===== src/rtl/ospfb_pattern_src.sv =====
// ospfb_pattern_src: multi-lane AXI-Stream test-pattern source (zero/impulse/const/ramp)
// feeding the ADC-side input of the OSPFB chain. Frames are SAMP_PER_CLK samples per beat,
// bursts stop only on frame boundaries, and tready backpressure is honoured.
module ospfb_pattern_src #(
  parameter int unsigned SAMP_PER_CLK = 2,
  parameter int unsigned FFT_LEN      = 64,
  parameter int unsigned WIDTH        = 16,
  parameter int unsigned FRAME_CNT_W  = 16
) (
  input  logic                              clk,
  input  logic                              rst_n,
  input  logic                              en,
  input  logic [1:0]                        cfg_mode,
  input  logic [$clog2(FFT_LEN)-1:0]        cfg_pha,
  input  logic [WIDTH-1:0]                  cfg_amp,
  input  logic [FRAME_CNT_W-1:0]            cfg_frames,
  output logic [SAMP_PER_CLK*2*WIDTH-1:0]   m_axis_tdata,
  output logic                              m_axis_tvalid,
  input  logic                              m_axis_tready,
  output logic                              m_axis_tlast,
  output logic                              m_axis_tuser,
  output logic [FRAME_CNT_W-1:0]            frames_sent,
  output logic                              busy,
  output logic                              done
);

  localparam int unsigned NW    = $clog2(FFT_LEN);
  localparam int unsigned BEATS = FFT_LEN / SAMP_PER_CLK;
  localparam int unsigned BW    = $clog2(BEATS);
  localparam int unsigned DW    = SAMP_PER_CLK * 2 * WIDTH;

  localparam logic [BW-1:0] LAST_BEAT = BW'(BEATS - 1);

  localparam logic [1:0] MODE_ZERO    = 2'd0;
  localparam logic [1:0] MODE_IMPULSE = 2'd1;
  localparam logic [1:0] MODE_CONST   = 2'd2;
  localparam logic [1:0] MODE_RAMP    = 2'd3;

  typedef enum logic [1:0] {
    ST_IDLE = 2'd0,
    ST_RUN  = 2'd1,
    ST_DONE = 2'd2
  } state_t;

  state_t                 state;
  logic [BW-1:0]          beat;
  logic [1:0]             mode_q;
  logic [NW-1:0]          pha_q;
  logic [WIDTH-1:0]       amp_q;
  logic [FRAME_CNT_W-1:0] frames_q;

  logic [BW-1:0]          beat_inc;
  logic [FRAME_CNT_W-1:0] fs_inc;
  logic                   xfer;

  // Pattern payload for one beat: lane k carries sample n = b*SAMP_PER_CLK + k as {im,re}.
  function automatic logic [DW-1:0] beat_data(
    input logic [BW-1:0]    b,
    input logic [1:0]       mode,
    input logic [NW-1:0]    pha,
    input logic [WIDTH-1:0] amp
  );
    logic [DW-1:0]    d;
    logic [NW-1:0]    n;
    logic [WIDTH-1:0] re;
    logic [WIDTH-1:0] im;
    d = '0;
    for (int unsigned k = 0; k < SAMP_PER_CLK; k++) begin
      n  = NW'(32'(b) * SAMP_PER_CLK + k);
      re = '0;
      im = '0;
      case (mode)
        MODE_ZERO:    re = '0;
        MODE_IMPULSE: if (n == pha) re = amp;
        MODE_CONST:   re = amp;
        MODE_RAMP: begin
          re = WIDTH'(n);
          im = '0 - WIDTH'(n);
        end
        default:      re = '0;
      endcase
      d[k*2*WIDTH +: 2*WIDTH] = {im, re};
    end
    return d;
  endfunction

  // Next-beat index, completed-frame count and handshake qualifier.
  assign beat_inc = beat + BW'(1);
  assign fs_inc   = frames_sent + FRAME_CNT_W'(1);
  assign xfer     = m_axis_tvalid && m_axis_tready;

  // Burst state machine with registered AXIS outputs and shadowed configuration.
  always_ff @(posedge clk) begin
    if (!rst_n) begin
      state         <= ST_IDLE;
      beat          <= '0;
      mode_q        <= '0;
      pha_q         <= '0;
      amp_q         <= '0;
      frames_q      <= '0;
      m_axis_tdata  <= '0;
      m_axis_tvalid <= 1'b0;
      m_axis_tlast  <= 1'b0;
      m_axis_tuser  <= 1'b0;
      frames_sent   <= '0;
      busy          <= 1'b0;
      done          <= 1'b0;
    end else begin
      case (state)
        ST_IDLE: begin
          if (en) begin
            mode_q        <= cfg_mode;
            pha_q         <= cfg_pha;
            amp_q         <= cfg_amp;
            frames_q      <= cfg_frames;
            frames_sent   <= '0;
            beat          <= '0;
            m_axis_tdata  <= beat_data('0, cfg_mode, cfg_pha, cfg_amp);
            m_axis_tvalid <= 1'b1;
            m_axis_tlast  <= 1'b0;
            m_axis_tuser  <= 1'b1;
            busy          <= 1'b1;
            state         <= ST_RUN;
          end
        end
        ST_RUN: begin
          if (xfer) begin
            m_axis_tuser <= 1'b0;
            if (beat == LAST_BEAT) begin
              frames_sent <= fs_inc;
              if ((frames_q != '0) && (fs_inc == frames_q)) begin
                state         <= ST_DONE;
                m_axis_tvalid <= 1'b0;
                m_axis_tlast  <= 1'b0;
                m_axis_tdata  <= '0;
                busy          <= 1'b0;
                done          <= 1'b1;
              end else if (!en) begin
                state         <= ST_IDLE;
                m_axis_tvalid <= 1'b0;
                m_axis_tlast  <= 1'b0;
                m_axis_tdata  <= '0;
                busy          <= 1'b0;
              end else begin
                beat         <= '0;
                m_axis_tdata <= beat_data('0, mode_q, pha_q, amp_q);
                m_axis_tlast <= 1'b0;
              end
            end else begin
              beat         <= beat_inc;
              m_axis_tdata <= beat_data(beat_inc, mode_q, pha_q, amp_q);
              m_axis_tlast <= (beat_inc == LAST_BEAT);
            end
          end
        end
        ST_DONE: begin
          if (!en) begin
            state <= ST_IDLE;
            done  <= 1'b0;
          end
        end
        default: state <= ST_IDLE;
      endcase
    end
  end

endmodule


===== config.mk =====
export PLATFORM = sky130hd
export DESIGN_NAME = ospfb_pattern_src
export DESIGN_NICKNAME = d
export VERILOG_FILES = /design/src/rtl/ospfb_pattern_src.sv
export SDC_FILE = /design/constraint.sdc
export NUM_CORES = 1
export LEC_CHECK = 0
export ABC_AREA = 1
export CORE_UTILIZATION = 58
export CTS_CLUSTER_DIAMETER = 30
export DETAILED_ROUTE_END_ITERATION = 10
export DONT_BUFFER_PORTS = 1
export GPL_TIMING_DRIVEN = 0
export PLACE_DENSITY = 0.88
export SLEW_MARGIN = 0
export SYNTH_ARGS = -nofsm -noshare
export SYNTH_HDL_FRONTEND = slang
export SYNTH_SLANG_ARGS = --single-unit

===== constraint.sdc =====
create_clock -name clk -period 2.2 [get_ports clk]
set_clock_uncertainty 0.1 [all_clocks]
set_input_delay 0.33 -clock clk [delete_from_list [all_inputs] [get_ports clk]]
set_output_delay 0.33 -clock clk [all_outputs]
set_load 0.005 [all_outputs]

==> results.json, run 1 <==
{
  "setup_viol": 72,
  "pwr_density_cell_mw_per_mm2": 838,
  "n_fill_cell": 849,
  "rows": 38,
  "maxCapViolCount": 0,
  "io_pins": 129,
  "grt_overflow": 0,
  "die_h_microns": 108,
  "p_clk_frac": 0.286,
  "synthCells": 1010,
  "p_leak_nw": 3.20,
  "htree_num_levels": 3,
  "post-route-drc-count": 0,
  "cts_tree": "yes",
  "violations": "negative setup slack",
  "synth_edf_count": 0,
  "grt_max_degree": 18,
  "async_flop_share": 0,
  "worst_pin_slew_ns": 0.931,
  "clk_pin_slew_ns": 0.08,
  "regArea_sq_mm": 0.00225,
  "cp_slowest_cell": "clkbuf_1",
  "fin_area_sq_mm": 0.00779,
  "dp_hpwl_microns": 15000,
  "gp_congestion": 0.962,
  "antenna_found_initial": 0,
  "end_kind": "flip-flop",
  "setup_tns_ns": -10.19,
  "slew_headroom": 0.374,
  "synth-main-ff-cell": "dfxtp_1",
  "sequentialPowerShare": 0.396,
  "yosysWarnings": 0,
  "grt_setup_unrepaired": "true",
  "core_region_area_sq_mm": 0.0109,
  "syn_to_final_growth_pct": 18.7,
  "syn_area_per_cell_sq_um": 6.50,
  "grt_pass1_vias": 6776,
  "synth_cell_types": 46,
  "layout_common_cells": "210 x nand2_1, 104 x o21ai_0, 98 x dfxtp_1, 86 x nor2_1, 79 x inv_1",
  "grt_pass1_wl_microns": 33500,
  "cts_made_buffers": 9,
  "period_needed_ns": 2.43,
  "crit_path_max_incr_delay_ns": 0.46,
  "fp.dieArea_sq_mm": 0.0117,
  "layout_commonest_cell": "nand2_1",
  "multi_input_area_sq_mm": 0.00409,
  "synthesis.area_sq_mm": 0.00657,
  "setup_ws_ns": -0.228,
  "placed_area_sq_mm": 0.00674,
  "finalHoldViolCount": 0,
  "root_buffer": "clkbuf_16",
  "fin_hold_ws_ns": 0.00302,
  "crit_arrival_ns": 2.63,
  "swShare": 0.383,
  "crit_path_cell_trace": "inv_1 -> nor2_2 -> inv_1 -> buf_2 -> nor2_4 -> clkbuf_1 -> a31oi_1 -> a21oi_2",
  "die_w_microns": 108,
  "io_buffers": 0,
  "drv_slew": 0,
  "cts_hold_buf": 0,
  "syn_nets": 1058,
  "synth_seq_cells": 111,
  "path_class": "flip-flop to flip-flop",
  "vias_per_cell": 6.41,
  "cts.sinks": 111,
  "critPathMaxFanout": 10,
  "outcome": "complete, but fails checks",
  "ir_drop_v": 0.000505,
  "start_util": 0.600,
  "ant_nets": 0,
  "min_path_type": "input port to flip-flop",
  "drive_gt1_frac": 0.216,
  "grt_usage": 0.369,
  "clock.fmax_mhz": 412,
  "dr.pass1.iters": 6,
  "pre_cts_slack_ns": -0.645,
  "clockBufferDepth": 2,
  "worstSetupStartpointType": "flip-flop",
  "via_count": 7596,
  "reg2reg_setup_slack_ns": -0.23,
  "period_share": 1.10,
  "wirelength_microns": 22500,
  "ys_seq_area_frac": 0.338,
  "p_switching_mw": 2.51,
  "routedWlPerCell_microns": 19.0,
  "fin_nets": 1087,
  "p_int_mw": 4.03,
  "comb_power_share": 0.318,
  "path_common_cell": "inv_1",
  "crit_required_ns": 2.40,
  "first_iter_violations": 927,
  "clk_latency_ns": 0.37
}
-- cell usage after synthesis (2+ instances only) --
library cell | count | area share
or2_2 | 4 | 0.0038
buf_4 | 21 | 0.024
inv_2 | 3 | 0.0017
buf_1 | 5 | 0.0029
buf_2 | 7 | 0.0053
nand3_1 | 73 | 0.056
xnor2_1 | 2 | 0.0027
nand3_2 | 3 | 0.0046
o21ai_0 | 106 | 0.081
dfxtp_1 | 111 | 0.34
nand4_2 | 2 | 0.0038
a32oi_1 | 2 | 0.0027
nor3_1 | 13 | 0.0099
nand2_2 | 14 | 0.013
buf_6 | 4 | 0.0069
inv_1 | 80 | 0.046
nand3b_1 | 2 | 0.0023
and2_1 | 2 | 0.0019
xor2_1 | 2 | 0.0027
a31oi_1 | 25 | 0.024
clkbuf_1 | 34 | 0.019
nor2_1 | 99 | 0.057
o21ai_1 | 2 | 0.0015
nor2_4 | 6 | 0.010
nand2_1 | 240 | 0.14
nor2_2 | 3 | 0.0029
a21oi_2 | 21 | 0.028
nor3_2 | 2 | 0.0030
ha_1 | 4 | 0.0076
a21oi_1 | 86 | 0.066
o22ai_1 | 7 | 0.0067
nand4_1 | 11 | 0.010
-- final timing paths --
| path | startpoint | endpoint | depth (start not counted) |
|---|---|---|---|
| worst max-delay path | state[0] | m_axis_tdata[44] | 8 |
| worst max register to register | state[0] | m_axis_tdata[44] | 8 |
| worst min-delay path | cfg_frames[0] | frames_q[0] | 2 |
| worst min register to register | m_axis_tdata[17] | m_axis_tdata[17] | 2 |
-- layer usage --
metal | up-vias | track usage | part of all wire
met5 | - | 0 | 0
met1 | 3449 | 0.458 | 0.36
met2 | 592 | 0.575 | 0.45
met4 | 0 | 0.228 | 0.065
met3 | 151 | 0.0916 | 0.13
li1 | 3404 | - | -
-- cell type report --
| cell class | instances | share of cell area |
|---|---|---|
| clock buffer | 11 | 0.0324 |
| inverter | 84 | 0.0414 |
| tap | 140 | 0.0225 |
| multi-input combinational | 744 | 0.525 |
| buffer | 70 | 0.0538 |
| timing repair buffer | 19 | 0.0255 |
| antenna | 1 | 0.000321 |
| sequential | 111 | 0.289 |
| clock inverter | 5 | 0.0103 |
-- sequential cells by signal (all words and copies together), names as in the netlist --
register	count
beat	5
m_axis_tuser	1
pha_q	6
amp_q	16
busy	1
frames_q	16
frames_sent	16
state	2
mode_q	2
m_axis_tdata	44
m_axis_tlast	1
done	1
-- through the flow --
step,total power [mW],utilization,std cells
2_1_floorplan,3.81,-,1010
3_3_place_gp,4.27,0.616,1150
3_5_place_dp,4.31,0.616,1150
4_1_cts,6.26,0.686,1180
5_1_grt,6.78,0.713,1184
6_report,6.54,0.713,1185
-- power by group through the flow --
stage	Clock, mW	Sequential (mW)	Combinational (mW)
final	1.87	2.59	2.08
after global routing	1.93	2.62	2.23
after CTS	1.84	2.56	1.86
after detailed placement	0	2.60	1.71
after global placement	0	2.59	1.68
after floorplan	0	2.52	1.29
-- logic make-up after synthesis --
group | Yosys count | share of synthesized area
simple gates | 477 | 0.320
other cells | 1 | 0.000571
fa+ha+maj | 4 | 0.00762
flops | 111 | 0.338
compound gates | 257 | 0.219
xor+xnor | 5 | 0.00782
buf+inv | 155 | 0.107
-- what timing repair did --
action / in CTS / in global routing
endpoints found under the setup margin: 84 / 109
gates resized for setup: 87 / 68
buffers inserted: 13 / 3
pin swaps: 24 / 28
cloned: 2 / 1
-- critical path, delay by kind of cell (launching register included) --
kind,cells,cell delay (ns)
AOI/OAI and AO/OA,2,0.43
DFF,1,0.41
buffers and inverters,4,0.91
and+or+nand+nor,2,0.51
(Power assumes the default switching activity.)
==> inputs of run 2 (changes only) <==
Settings changed: CORE_ASPECT_RATIO from default to 2.
==> results.json, run 2 (synthesized netlist as in run 1, its figures left out) <==
{
  "wirelength_microns": 24800,
  "rows": 54,
  "pwr_density_cell_mw_per_mm2": 822,
  "p_leak_nw": 3.32,
  "largest_reg_flops": 44,
  "layout_common_cells": "208 x nand2_1, 104 x o21ai_0, 99 x dfxtp_1, 85 x nor2_1, 78 x inv_1",
  "core_region_area_sq_mm": 0.0109,
  "slew_headroom": 0.390,
  "critPathBufInv": 2,
  "regMostFlops": "m_axis_tdata",
  "finalCoreUtilization": 0.723,
  "antenna_found_initial": 1,
  "gp_congestion": 1.02,
  "maxCapViolCount": 0,
  "met1_usage": 0.359,
  "ff2ff_path_depth": 15,
  "violations": "negative setup slack",
  "outcome": "complete, but fails checks",
  "cts.sinks": 111,
  "clockBufferDepth": 2,
  "cts_tree": "yes",
  "timing.rr.end": "m_axis_tdata[36]",
  "crit_path_max_incr_delay_ns": 0.41,
  "cp_slowest_cell": "dfxtp_4",
  "grt_max_degree": 19,
  "io_pins": 129,
  "fin_nets": 1105,
  "cpLargestDelayFamily": "simple AND/OR/NAND/NOR gates",
  "ir_drop_v": 0.000655,
  "dp_cells": 1150,
  "vias_per_cell": 6.35,
  "die_w_microns": 77.2,
  "routedWlPerCell_microns": 20.6,
  "end_kind": "flip-flop",
  "io_buffers": 0,
  "root_buffer": "clkbuf_16",
  "period_share": 1.13,
  "fp.dieArea_sq_mm": 0.0118,
  "rr_startpoint": "frames_sent[0]",
  "cp-endpoint": "m_axis_tdata[36]",
  "start_util": 0.600,
  "clk_pin_slew_ns": 0.08,
  "drv_slew": 0,
  "stdcell_count": 1203,
  "htree_num_levels": 3,
  "die_h_microns": 152,
  "critPathMaxFanout": 10,
  "busiest_layer": "met2",
  "reg2reg_setup_slack_ns": -0.29,
  "use_met3": 0.122,
  "path_common_cell": "nand2_2",
  "grt_pass1_wl_microns": 36900,
  "dr.pass1.iters": 7,
  "layout_commonest_cell": "nand2_1",
  "dp_hpwl_microns": 16700,
  "n_fill_cell": 862,
  "grt_pass1_vias": 7356,
  "finalHoldViolCount": 0,
  "grt_overflow": 0,
  "clk_latency_ns": 0.36,
  "crit_path_cell_trace": "ha_4 -> nand2_4 -> nor2_4 -> nand4_1 -> nand2_2 -> nand2_2 -> nand2_2 -> nand3_2 -> nor2_2 -> nand3_4 -> nand3_4 -> clkinv_8 -> buf_12 -> nand2_2 -> a21oi_2",
  "crit_arrival_ns": 2.64,
  "cts_hold_buf": 0,
  "worst_pin_slew_ns": 0.907,
  "cts_made_buffers": 9,
  "use_met2": 0.706,
  "clock.fmax_mhz": 402,
  "grt_setup_unrepaired": "true",
  "min_path_type": "input port to flip-flop",
  "startpoint": "frames_sent[0]",
  "post-route-drc-count": 0,
  "ant_nets": 0,
  "drive_gt1_frac": 0.234,
  "period_needed_ns": 2.49,
  "path_class": "flip-flop to flip-flop",
  "crit_required_ns": 2.35,
  "syn_to_final_growth_pct": 20.6,
  "grt_usage": 0.407,
  "setup_ws_ns": -0.289,
  "via_count": 7644,
  "first_iter_violations": 836,
  "worstSetupStartpointType": "flip-flop",
  "setup_viol": 52,
  "path_depth": 15
}
run 2: where the power goes:
group	switching [mW]	leakage, nW	internal, mW
combinational	1.48	2.27	0.715
sequential	0.307	0.919	2.30
clock	0.808	0.135	0.891
total	2.60	3.32	3.90
run 2: worst min path at each step:
stage / from / end / depth (start not counted)
finish: cfg_frames[0] / frames_q[0] / 2
global route: cfg_amp[7] / amp_q[7] / 2
CTS: cfg_frames[1] / frames_q[1] / 2
detailed placement: cfg_frames[1] / frames_q[1] / 2
global placement: cfg_amp[7] / amp_q[7] / 2
floorplan: frames_q[5] / frames_q[5] / 2
run 2: through the flow:
stage / setup WS, ns / power, mW / TNS, ns / hold WS, ns / area (sq um)
after floorplan: 0.0202 / 3.81 / 0 / 0.357 / 6570
after global placement: -0.573 / 4.33 / -22.22 / 0.365 / 6740
after detailed placement: -0.630 / 4.36 / -25.86 / 0.374 / 6740
after CTS: -0.117 / 6.14 / -3.75 / 0.00421 / 7460
after global routing: -0.377 / 6.74 / -17.38 / 0.00378 / 7920
final: -0.289 / 6.50 / -11.59 / 0.00124 / 7920
run 2: layout make-up:
cell class | count | area [sq um] | share of cell area
inverters | 84 | 328 | 0.0414
multi-input cells | 745 | 4100 | 0.517
well taps | 140 | 175 | 0.0221
clock inverters | 6 | 70.1 | 0.00885
plain buffers | 70 | 443 | 0.0560
repair buffers | 36 | 327 | 0.0413
clock buffers | 10 | 229 | 0.0289
diodes | 1 | 2.50 | 0.000316
flip-flops and latches | 111 | 2250 | 0.284
run 2: routing by layer:
metal  vias to the layer above  share of wire
met3                       194          0.087
met5                         -              0
met4                         0          0.098
li1                       3423              -
met2                       544           0.51
met1                      3483           0.31
run 2: repair_timing:
| action | CTS | global route |
|---|---|---|
| endpoints found under the setup margin | 91 | 102 |
| pin swaps | 14 | 14 |
| cloned | 2 | 1 |
| buffers inserted | 21 | 15 |
| resized for setup | 78 | 93 |
